--- src/rtl/wb_spi_arbiter.sv ---
// wb_spi_arbiter
// Two-master Wishbone arbiter in front of the SPI flash controller.
// Master 0 is the CPU bridge, master 1 the hardware flash-read engine.
// Ownership is round-robin. A master holding its lock keeps the grant between
// transactions, so a chip-select sequence is never interleaved with the other
// master. A watchdog frees a lock whose owner has stopped issuing cycles.
//
// Ports
//   clk_24m, rst            clock, asynchronous active-high reset
//   mX_addr/wdata/we/cyc    master X request (X = 0,1), cyc held until ack
//   mX_lock                 master X keep-grant request
//   mX_rdata, mX_ack        read data (shared s_rdata), one-cycle acknowledge
//   s_addr/wdata/we/cyc     muxed slave request, s_we gated by s_cyc
//   s_rdata, s_ack          slave response
//   grant                   one-hot owner (01 = m0, 10 = m1, 00 = none)
//   wdog_trip               one-cycle pulse when the watchdog frees a lock
module wb_spi_arbiter #(
  parameter int AW     = 4,
  parameter int DW     = 32,
  parameter int WDOG_W = 10
) (
  input  logic          clk_24m,
  input  logic          rst,
  input  logic [AW-1:0] m0_addr,
  input  logic [DW-1:0] m0_wdata,
  input  logic          m0_we,
  input  logic          m0_cyc,
  input  logic          m0_lock,
  output logic [DW-1:0] m0_rdata,
  output logic          m0_ack,
  input  logic [AW-1:0] m1_addr,
  input  logic [DW-1:0] m1_wdata,
  input  logic          m1_we,
  input  logic          m1_cyc,
  input  logic          m1_lock,
  output logic [DW-1:0] m1_rdata,
  output logic          m1_ack,
  output logic [AW-1:0] s_addr,
  output logic [DW-1:0] s_wdata,
  output logic          s_we,
  output logic          s_cyc,
  input  logic [DW-1:0] s_rdata,
  input  logic          s_ack,
  output logic [1:0]    grant,
  output logic          wdog_trip
);

  typedef enum logic [1:0] {IDLE, OWN0, OWN1, GAP} state_t;

  state_t            state, state_n;
  logic              last_owner;   // index of the master served most recently
  logic [1:0]        lock_blk;     // lock ignored after a trip until released
  logic [WDOG_W-1:0] wd_cnt;
  logic              trip;
  logic              own0, own1;
  logic              lock0_eff, lock1_eff;
  logic              locked_idle;
  logic              xact_done;
  state_t            arb_next;

  assign own0      = (state == OWN0);
  assign own1      = (state == OWN1);
  assign lock0_eff = m0_lock & ~lock_blk[0];
  assign lock1_eff = m1_lock & ~lock_blk[1];

  // Slave side: only the owner's request reaches the slave, GAP forces cyc low.
  assign s_cyc     = (own0 & m0_cyc) | (own1 & m1_cyc);
  assign s_addr    = own1 ? m1_addr  : m0_addr;
  assign s_wdata   = own1 ? m1_wdata : m0_wdata;
  assign s_we      = s_cyc & (own1 ? m1_we : m0_we);
  assign xact_done = s_cyc & s_ack;
  assign m0_ack    = own0 & xact_done;
  assign m1_ack    = own1 & xact_done;
  assign m0_rdata  = s_rdata;
  assign m1_rdata  = s_rdata;

  assign locked_idle = (own0 & ~m0_cyc & lock0_eff) | (own1 & ~m1_cyc & lock1_eff);

  // Round-robin pick: on a tie the master that was not served last wins.
  always_comb begin
    arb_next = IDLE;
    if (m0_cyc && m1_cyc) arb_next = last_owner ? OWN0 : OWN1;
    else if (m0_cyc)      arb_next = OWN0;
    else if (m1_cyc)      arb_next = OWN1;
  end

  always_comb begin
    state_n = state;
    trip    = 1'b0;
    case (state)
      IDLE: state_n = arb_next;
      OWN0: begin
        if (xact_done) state_n = GAP;
        else if (!m0_cyc) begin
          if (!lock0_eff) state_n = IDLE;
          else if (&wd_cnt) begin
            state_n = IDLE;
            trip    = 1'b1;
          end
        end
      end
      OWN1: begin
        if (xact_done) state_n = GAP;
        else if (!m1_cyc) begin
          if (!lock1_eff) state_n = IDLE;
          else if (&wd_cnt) begin
            state_n = IDLE;
            trip    = 1'b1;
          end
        end
      end
      GAP: begin
        // last_owner was updated on the ack, so arb_next already favours the other master.
        if (last_owner == 1'b0 && lock0_eff)      state_n = OWN0;
        else if (last_owner == 1'b1 && lock1_eff) state_n = OWN1;
        else                                      state_n = arb_next;
      end
      default: state_n = IDLE;
    endcase
  end

  always_ff @(posedge clk_24m or posedge rst) begin
    if (rst) begin
      state      <= IDLE;
      grant      <= 2'b00;
      last_owner <= 1'b1;
      lock_blk   <= 2'b00;
      wd_cnt     <= '0;
      wdog_trip  <= 1'b0;
    end else begin
      state     <= state_n;
      wdog_trip <= trip;
      case (state_n)
        OWN0:    grant <= 2'b01;
        OWN1:    grant <= 2'b10;
        IDLE:    grant <= 2'b00;
        default: grant <= grant;  // GAP keeps the previous owner visible
      endcase
      if (m0_ack) last_owner <= 1'b0;
      if (m1_ack) last_owner <= 1'b1;
      if (state_n != state || s_ack) wd_cnt <= '0;
      else if (locked_idle && !(&wd_cnt)) wd_cnt <= wd_cnt + 1'b1;
      // Re-arm on release of the lock; a trip blocks the owner's lock.
      lock_blk[0] <= (lock_blk[0] | (trip & own0)) & m0_lock;
      lock_blk[1] <= (lock_blk[1] | (trip & own1)) & m1_lock;
    end
  end

endmodule
--- config.mk ---
export PLATFORM = sky130hd
export DESIGN_NAME = wb_spi_arbiter
export DESIGN_NICKNAME = d
export VERILOG_FILES = /design/src/rtl/wb_spi_arbiter.sv
export SDC_FILE = /design/constraint.sdc
export NUM_CORES = 1
export LEC_CHECK = 0
export ABC_AREA = 1
export BUFFER_PORTS_ARGS = -buffer_cell sky130_fd_sc_hd__buf_4
export CORE_MARGIN = 4
export CORE_UTILIZATION = 32
export CTS_CLUSTER_DIAMETER = 50
export DETAILED_ROUTE_END_ITERATION = 6
export MAX_ROUTING_LAYER = met4
export PLACE_DENSITY = 0.77
export SYNTH_ARGS = -nofsm -noshare
export SYNTH_HDL_FRONTEND = slang
export SYNTH_SLANG_ARGS = --single-unit
--- constraint.sdc ---
create_clock -name clk_24m -period 2 [get_ports clk_24m]
set_input_delay 0.6 -clock clk_24m [delete_from_list [all_inputs] [get_ports clk_24m]]
set_output_delay 0.6 -clock clk_24m [all_outputs]
set_load 0.005 [all_outputs]
== Yosys cells after proc, flatten, opt, wreduce, memory -nomap -nowiden ==
Index checks and enable logic that the tools add are counted.

* Flip-flop bits (word level): 18
* Input port bits: 113
* Output and inout bits: 107
* Word-level logic and storage cells: 80

* Add/sub/neg operators: 1
* Equal/unequal tests: 6
* Multiplexer cells: 30
* Bitwise logic cells: 25
* Reductions and logical operators: 12

{| class="wikitable"
|+ Operators by type and width
! operator !! number
|-
| 32-bit 2-to-1 mux || 1
|-
| 2-bit 2-to-1 mux || 13
|-
| 10-bit 2-to-1 mux || 2
|-
| 1-bit AND || 16
|-
| 10-bit by 1-bit adder with 10-bit output, second input constant || 1
|-
| 1-bit 2-to-1 mux || 10
|-
| 10-bit AND reduction || 1
|-
| 2-bit case mux with 4 select lines || 1
|-
| 2-bit equality test, second input constant || 3
|-
| 2-bit case mux with 3 select lines || 1
|-
| 1-bit NOT || 5
|-
| 2-bit by 1-bit equality test with 1-bit output, second input constant || 2
|-
| 1-bit logical AND || 4
|-
| 2-bit logical NOT || 2
|-
| 4-bit 2-to-1 mux || 1
|-
| 1-bit OR || 4
|-
| 2-bit nonzero test || 2
|-
| 3-bit nonzero test || 1
|-
| 2-bit inequality test || 1
|-
| 1-bit case mux with 2 select lines || 1
|-
| 1-bit logical NOT || 1
|-
| 1-bit logical OR || 1
|}

== Depth between registers and ports, before layout ==
Gate-level depths: netlist (run 1).

* Depth in word-level cells: 9
* Gate-level depth with buffers: 15
* Gate-level depth less buffers: 15

== Worst setup path before layout (run 1) ==
OpenSTA, ideal clock, no wires.

* Path kind: register to output
* Start point: register state[0]
* End point: output s_wdata[10]
* Data arrival time: 1.482 ns
* Required time: 1.400 ns
* Setup slack: -0.082 ns
* Stages on the path, launching flop included: 8
* Buffers on the path: 2
* Path through: dfrtp_1 -> inv_1 -> ha_1 -> inv_2 -> clkbuf_1 -> buf_1 -> nand2_1 -> nand2_1

* Cells in the longest elaborated chain, start to end: 2

{| class="wikitable"
|+ RTL lines
! what !! RTL line !! text
|-
| start, declared || 50 || <nowiki>state_t state, state_n;</nowiki>
|-
| start signal, assigned || 131 || <nowiki>state <= state_n;</nowiki>
|-
| 2-bit equality test || 62 || <nowiki>assign own1 = (state == OWN1);</nowiki>
|-
| 32-bit 2-to-1 mux || 69 || <nowiki>assign s_wdata = own1 ? m1_wdata : m0_wdata;</nowiki>
|-
| end, declared || 39 || <nowiki>output logic [DW-1:0] s_wdata,</nowiki>
|}

No other way between the ends.

== Final worst setup path (run 1) ==
* Start point: register state[0]
* End point: output m0_ack

* Cells in the longest elaborated chain, start to end: 5
* Elaborated cells on any way between the ends: 7
* Classes of those cells: eq/ne: 2; bitwise: 5

{| class="wikitable"
|+ RTL lines
! what !! RTL line !! text
|-
| 2-bit by 1-bit equality test with 1-bit output or 2-bit equality test (tied branches) || 61, 62 ||
|-
| 1-bit AND || 67 || <nowiki>assign s_cyc = (own0 & m0_cyc) | (own1 & m1_cyc);</nowiki>
|-
| 1-bit OR || 67 ||
|-
| 1-bit AND || 71 || <nowiki>assign xact_done = s_cyc & s_ack;</nowiki>
|-
| 1-bit AND (*) || 72 || <nowiki>assign m0_ack = own0 & xact_done;</nowiki>
|-
| end, declared || 30 || <nowiki>output logic m0_ack,</nowiki>
|}

Every way passes the cells marked *; elsewhere a longest branch is shown, timed or not.

==> flow_summary.yaml, run 1 <==
grt:
  overflow: 0
  grt_use_total_pct: 18.7
  met2_usage_pct: 28.9
  grt_first_pass_wirelength_mm: 11.0
  grt_max_degree: 24
  antenna_found_initial: 0
  use_met3_pct: 6.08
  grt_pass1_vias: 2165
  top_usage_layer: "met2"
  use_met1_pct: 24.0
power_and_ir_drop:
  p_per_area_nw_per_um2: 1160
  power.leakage_nw: 1.84
  swShare_pct: 46.4
  irDropWorstVdd_mv: 0.902
  internal_power_w: 0.00204
  power.switching_w: 0.00177
  seq_power_share_pct: 12.2
  pwr-share-clk_pct: 8.0
  p_comb_share_pct: 79.7
timing:
  finalSetupViolations: 49
  drv_slew: 0
  tns_ns: -4.05
  skew_ns: 0.00306
  period_needed_ns: 2.15
  timing.fmax_mhz: 466
  slew_headroom_pct: 54.7
  rsz0062_at_grt: "true"
  fin_crit_sh_pct: 107
  finalHoldViolCount: 0
  fin_ws_ns: -0.148
  worst_pin_slew_ns: 0.679
route:
  wl_per_cell_um: 17.5
  avgViaCountPerCell: 4.85
  postRouteWirelength_mm: 8.75
  vias: 2419
  drt_iter0_markers: 128
  antenna_left: 0
  post-route-drc-count: 0
  drt_pass1_iterations: 4
clocking:
  clock_sinks: 18
  cts_root_buffer: "clkbuf_8"
  hold_buffers: 0
  cts_tree: "built"
  numCtsBuffers: 3
  clockBufferDepth: 2
  clk_pin_slew_ns: 0.07
  clk_latency_ns: 0.26
  htreeDepth: 1
worst_setup_path:
  critPathLaunchType: "flip-flop"
  required_ns: 1.40
  crit_type: "flip-flop to primary output"
  endpoint_kind: "primary output"
  critical_path_arrival_ns: 1.55
  critPathMaxFanout: 5
die:
  die-area_sq_um: 7930
  coreArea_sq_um: 6350
  rows: 29
  initial_core_util_pct: 33.1
  fp.dieW_um: 89.1
  io_pins: 220
  die_y_um: 89.1
final_layout:
  area_growth_pct: 56.6
  layout_common_cells: "buf_4, nand2_1, nand2_2"
  fin_nets: 541
  diodes: 0
  utilization_pct: 51.8
  finalNonFillerCells: 499
  final_common_cell: "buf_4"
  final_area_sq_um: 3290
  final_layout_size_suffix_gt1_share_pct: 55.9
hold_path:
  hold_path_class: "input port to async pin"
place:
  dpl.hpwl_mm: 6.40
  dp_cells: 478
  gp_congestion: 0.988
  dp_slack_ns: 0.0378
  place_area_sq_um: 2690
  portBuffers: 123
logic_synthesis:
  yosysSeqAreaShare_pct: 21.5
  yosys_warnings: 0
  synth_area_sq_um: 2100
  synth_cell_type_count: 24
  ys_ff_latch: 18
  syn_inst: 341
  syn_area_per_cell_sq_um: 6.16
  syn-num-nets: 459
run_status:
  violations: "negative setup slack"
  status: "finished with violations"
run:
  max-cap-violations: 0
[path summary, 6_finish.rpt]
kind,from,endpoint,slack [ns],cells after the start
max,state[0],m0_ack,-0.15,9
min,rst,grant[0],0.44,2
max reg2reg,state[1],wd_cnt[4],-0.12,15
min reg2reg,grant[1],grant[1],0.51,2
max in group asynchronous,rst,state[1],1.09,2
min in group clk_24m,grant[1],grant[1],0.51,2
[cell families after synthesis]
group / Yosys count / synth area share, %
AND/OR/NAND/NOR: 198 / 40.1
buffers and inverters: 103 / 29.8
flip-flops: 18 / 21.5
XOR/XNOR: 9 / 3.75
AO/OA/AOI/OAI: 8 / 1.90
adder cells (fa/ha/maj): 5 / 2.98
[state kept, by name, summed over array words and instances, names as in the netlist]
signal and flops:
grant 2, state 2, wdog_trip 1, wd_cnt 10, lock_blk 2, last_owner 1
[critical path, cell delays in order, from the launching register on]
cell and delay [ns]:
dfrtp_1 0.40, inv_2 0.09, ha_4 0.24, nand2_4 0.08
nand2_4 0.12, nand2_4 0.06, inv_2 0.06, nand2_2 0.07
inv_2 0.06, buf_6 0.09
[area by class of cell]
class,count,area (sq um)
inverters,31,121
fillers,596,3060
multi-input cells,221,1330
clock buffers,4,55.1
flip-flops and latches,18,453
well taps,77,96.3
repair buffers,148,1230
[metrics by stage]
step / hold WS, ns / power, W
after floorplan: 0.488 / 0.00158
after global placement: 0.484 / 0.00254
after detailed placement: 0.495 / 0.00255
after CTS: 0.465 / 0.00315
after global routing: 0.501 / 0.00407
final: 0.442 / 0.00381
[power by group through the flow]
stage                     Sequential (W)  Combinational [W]  Clock, W
after floorplan                 0.000464            0.00112         0
after global placement          0.000457            0.00209         0
after detailed placement        0.000459            0.00209         0
after CTS                       0.000466            0.00236  0.000315
after global routing            0.000473            0.00327  0.000327
final                           0.000466            0.00303  0.000306
[synth_stat cells, drive strengths merged]
cell type / number / area [sq um]
nor3b: 1 / 7.51
dfstp: 1 / 26.3
nor3: 2 / 20.0
nand4: 1 / 6.26
o21ai: 3 / 15.0
xor2: 7 / 61.3
buf: 66 / 488
clkbuf: 6 / 22.5
a21oi: 5 / 25.0
nand2: 162 / 633
nand3: 14 / 87.6
ha: 5 / 62.6
dfrtp: 17 / 425
xnor2: 2 / 17.5
nor2: 18 / 87.6
inv: 31 / 116
[layer usage]
layer  part of all wire, %  vias to the layer above
met5                     0                        -
met4                   1.7                        0
met3                    15                       16
met2                    48                      197
met1                    35                     1092
li1                      -                     1114
[what timing repair did]
item	in CTS	in global routing
hold endpoints to repair	0	0
setup buffers	7	8
pin swaps	6	24
gates cloned	0	2
resized for setup	38	75
setup endpoints to repair	39	52
Note: power is estimated with default switching activity, not from simulation.
==> inputs of run 2 (changes only) <==
--- a/config.mk
+++ b/config.mk
@@ -13,6 +13,8 @@
 export DETAILED_ROUTE_END_ITERATION = 6
 export MAX_ROUTING_LAYER = met4
 export PLACE_DENSITY = 0.77
+export SETUP_SLACK_MARGIN = 0.1
+export SKIP_LAST_GASP = 1
 export SYNTH_ARGS = -nofsm -noshare
 export SYNTH_HDL_FRONTEND = slang
 export SYNTH_SLANG_ARGS = --single-unit
==> run 2 against run 1 <==
  * The flow still finishes with violations (negative setup slack)
  * Sequential cell count did not move
  * Die area unchanged
  * Wire length down 0.51%
  * Sequential power rose by 0.9%
  * Clock power is 1% lower
  * Final area fell by 6.2%
  * First-iteration DRC count shrank 28%
  * Clock skew grew 0.00099 ns
  * Worst hold slack worse by 0.0040 ns
  * Critical path type unchanged
==> flow_summary.yaml, run 2 (synthesis results as in run 1) <==
run_status:
  status: "finished with violations"
  violations: "negative setup slack"
grt:
  overflow: 0
  grt_pass1_vias: 2326
  grt_max_degree: 30
  grt_use_total_pct: 21.1
  grt_first_pass_wirelength_mm: 12.1
  antenna_found_initial: 0
clocking:
  numCtsBuffers: 3
  clockBufferDepth: 2
  hold_buffers: 0
  clock_sinks: 18
  clk_pin_slew_ns: 0.07
  htreeDepth: 1
  cts_root_buffer: "clkbuf_8"
  cts_tree: "built"
  clk_latency_ns: 0.26
timing:
  fin_ws_ns: -0.100
  rsz0062_at_grt: "true"
  finalHoldViolCount: 0
  worst_pin_slew_ns: 0.666
  timing.fmax_mhz: 476
  period_needed_ns: 2.10
  slew_headroom_pct: 55.6
  fin_crit_sh_pct: 105
  skew_ns: 0.00405
  finalSetupViolations: 41
  drv_slew: 0
worst_setup_path:
  rrSetupSlack_ns: -0.06
  required_ns: 1.40
  timing.rr.end: "wd_cnt[4]"
  path_delay_family: "flip-flops"
  critPathLaunchType: "flip-flop"
  crit_type: "flip-flop to primary output"
  max_stage_delay_ns: 0.40
  crit_chain: "inv_2 > ha_4 > nand2_2 > nand2_4 > nand2_2 > inv_2 > nand2_2 > inv_2 > buf_6"
  cp_num_buf_inv: 4
  critical_path_arrival_ns: 1.50
  cp_slowest_cell: "dfrtp_1"
  critPathMaxFanout: 5
  rr_worst_depth: 15
  r2r_start: "state[1]"
  endpoint_kind: "primary output"
route:
  antenna_left: 0
  vias: 2308
  postRouteWirelength_mm: 8.70
  wl_per_cell_um: 17.7
  drt_iter0_markers: 92
  avgViaCountPerCell: 4.69
  post-route-drc-count: 0
  drt_pass1_iterations: 4
power_and_ir_drop:
  internal_power_w: 0.00185
  pwr-share-clk_pct: 8.7
  swShare_pct: 46.8
  irDropWorstVdd_mv: 0.831
  power.leakage_nw: 1.76
  p_comb_share_pct: 77.8
  power.switching_w: 0.00163
  seq_power_share_pct: 13.5
  p_per_area_nw_per_um2: 1130
die:
  coreArea_sq_um: 6350
  die_y_um: 89.1
  die-area_sq_um: 7930
  rows: 29
  initial_core_util_pct: 33.1
  fp.dieW_um: 89.1
  io_pins: 220
final_layout:
  final_common_cell: "buf_4"
  multi_input_area_sq_um: 1220
  utilization_pct: 48.6
  diodes: 0
  final_layout_size_suffix_gt1_share_pct: 51.1
  fin_nets: 534
  layout_common_cells: "buf_4, nand2_1, nand2_2"
  fill_cells: 635
  largest_register: "wd_cnt"
  area_growth_pct: 46.8
  regArea_sq_um: 453
  largest_register_ffs: 10
place:
  gp_congestion: 0.935
  dp_slack_ns: -0.0159
  portBuffers: 123
  dpl.hpwl_mm: 7.04
run:
  max-cap-violations: 0
hold_path:
  hold_path_class: "input port to async pin"
run 2: through the flow:
step                      TNS [ns]  cells  area (sq um)  power, W  hold WS [ns]
after global placement           0    480          2710   0.00256         0.490
final                        -1.45    492          3090   0.00348         0.438
after floorplan                  0    341          2110   0.00159         0.488
after detailed placement   -0.0257    480          2710   0.00258         0.514
after global routing         -5.17    492          3090   0.00375         0.524
after CTS                    -1.04    492          3000   0.00334         0.471
run 2: what timing repair did:
item | 4_1_cts | 5_1_grt
buffers inserted | 6 | 0
cloned | 3 | 0
setup endpoints to repair | 50 | 54
resized for setup | 54 | 22
pin swaps | 16 | 4
run 2: worst max-delay path by stage:
stage | start | to | slack, ns | cells past startpoint
finish | state[0] | m0_ack | -0.10 | 9
global route | state[0] | m0_ack | -0.16 | 9
CTS | state[0] | s_we | -0.07 | 9
detailed placement | state[0] | s_wdata[17] | -0.02 | 6
global placement | state[0] | s_wdata[17] | 0.03 | 6
floorplan | state[0] | s_wdata[11] | 0.11 | 6
run 2: power groups by stage:
| stage | logic (W) | registers [W] | clock network, W |
|---|---|---|---|
| 2_1_floorplan | 0.00113 | 0.000464 | 0 |
| 3_3_place_gp | 0.00211 | 0.000457 | 0 |
| 3_5_place_dp | 0.00212 | 0.000461 | 0 |
| 4_1_cts | 0.00256 | 0.000468 | 0.000306 |
| 5_1_grt | 0.00295 | 0.000476 | 0.000326 |
| 6_report | 0.00271 | 0.000470 | 0.000302 |
run 2: cell type report:
class | count | share of cell area (%)
Clock buffer | 4 | 1.78
Inverter | 31 | 4.01
Multi-Input combinational cell | 221 | 39.4
Sequential cell | 18 | 14.7
Tap cell | 77 | 3.12
Timing Repair Buffer | 141 | 37.0
run 2: layer usage:
layer,wire length [um],vias up,share of wire (%),GRT usage (%)
met5,0,-,0,-
met4,106,0,1.2,3.92
met3,1050,9,12,7.93
met2,4150,152,48,32.9
met1,3390,1042,39,26.2
li1,-,1105,-,-
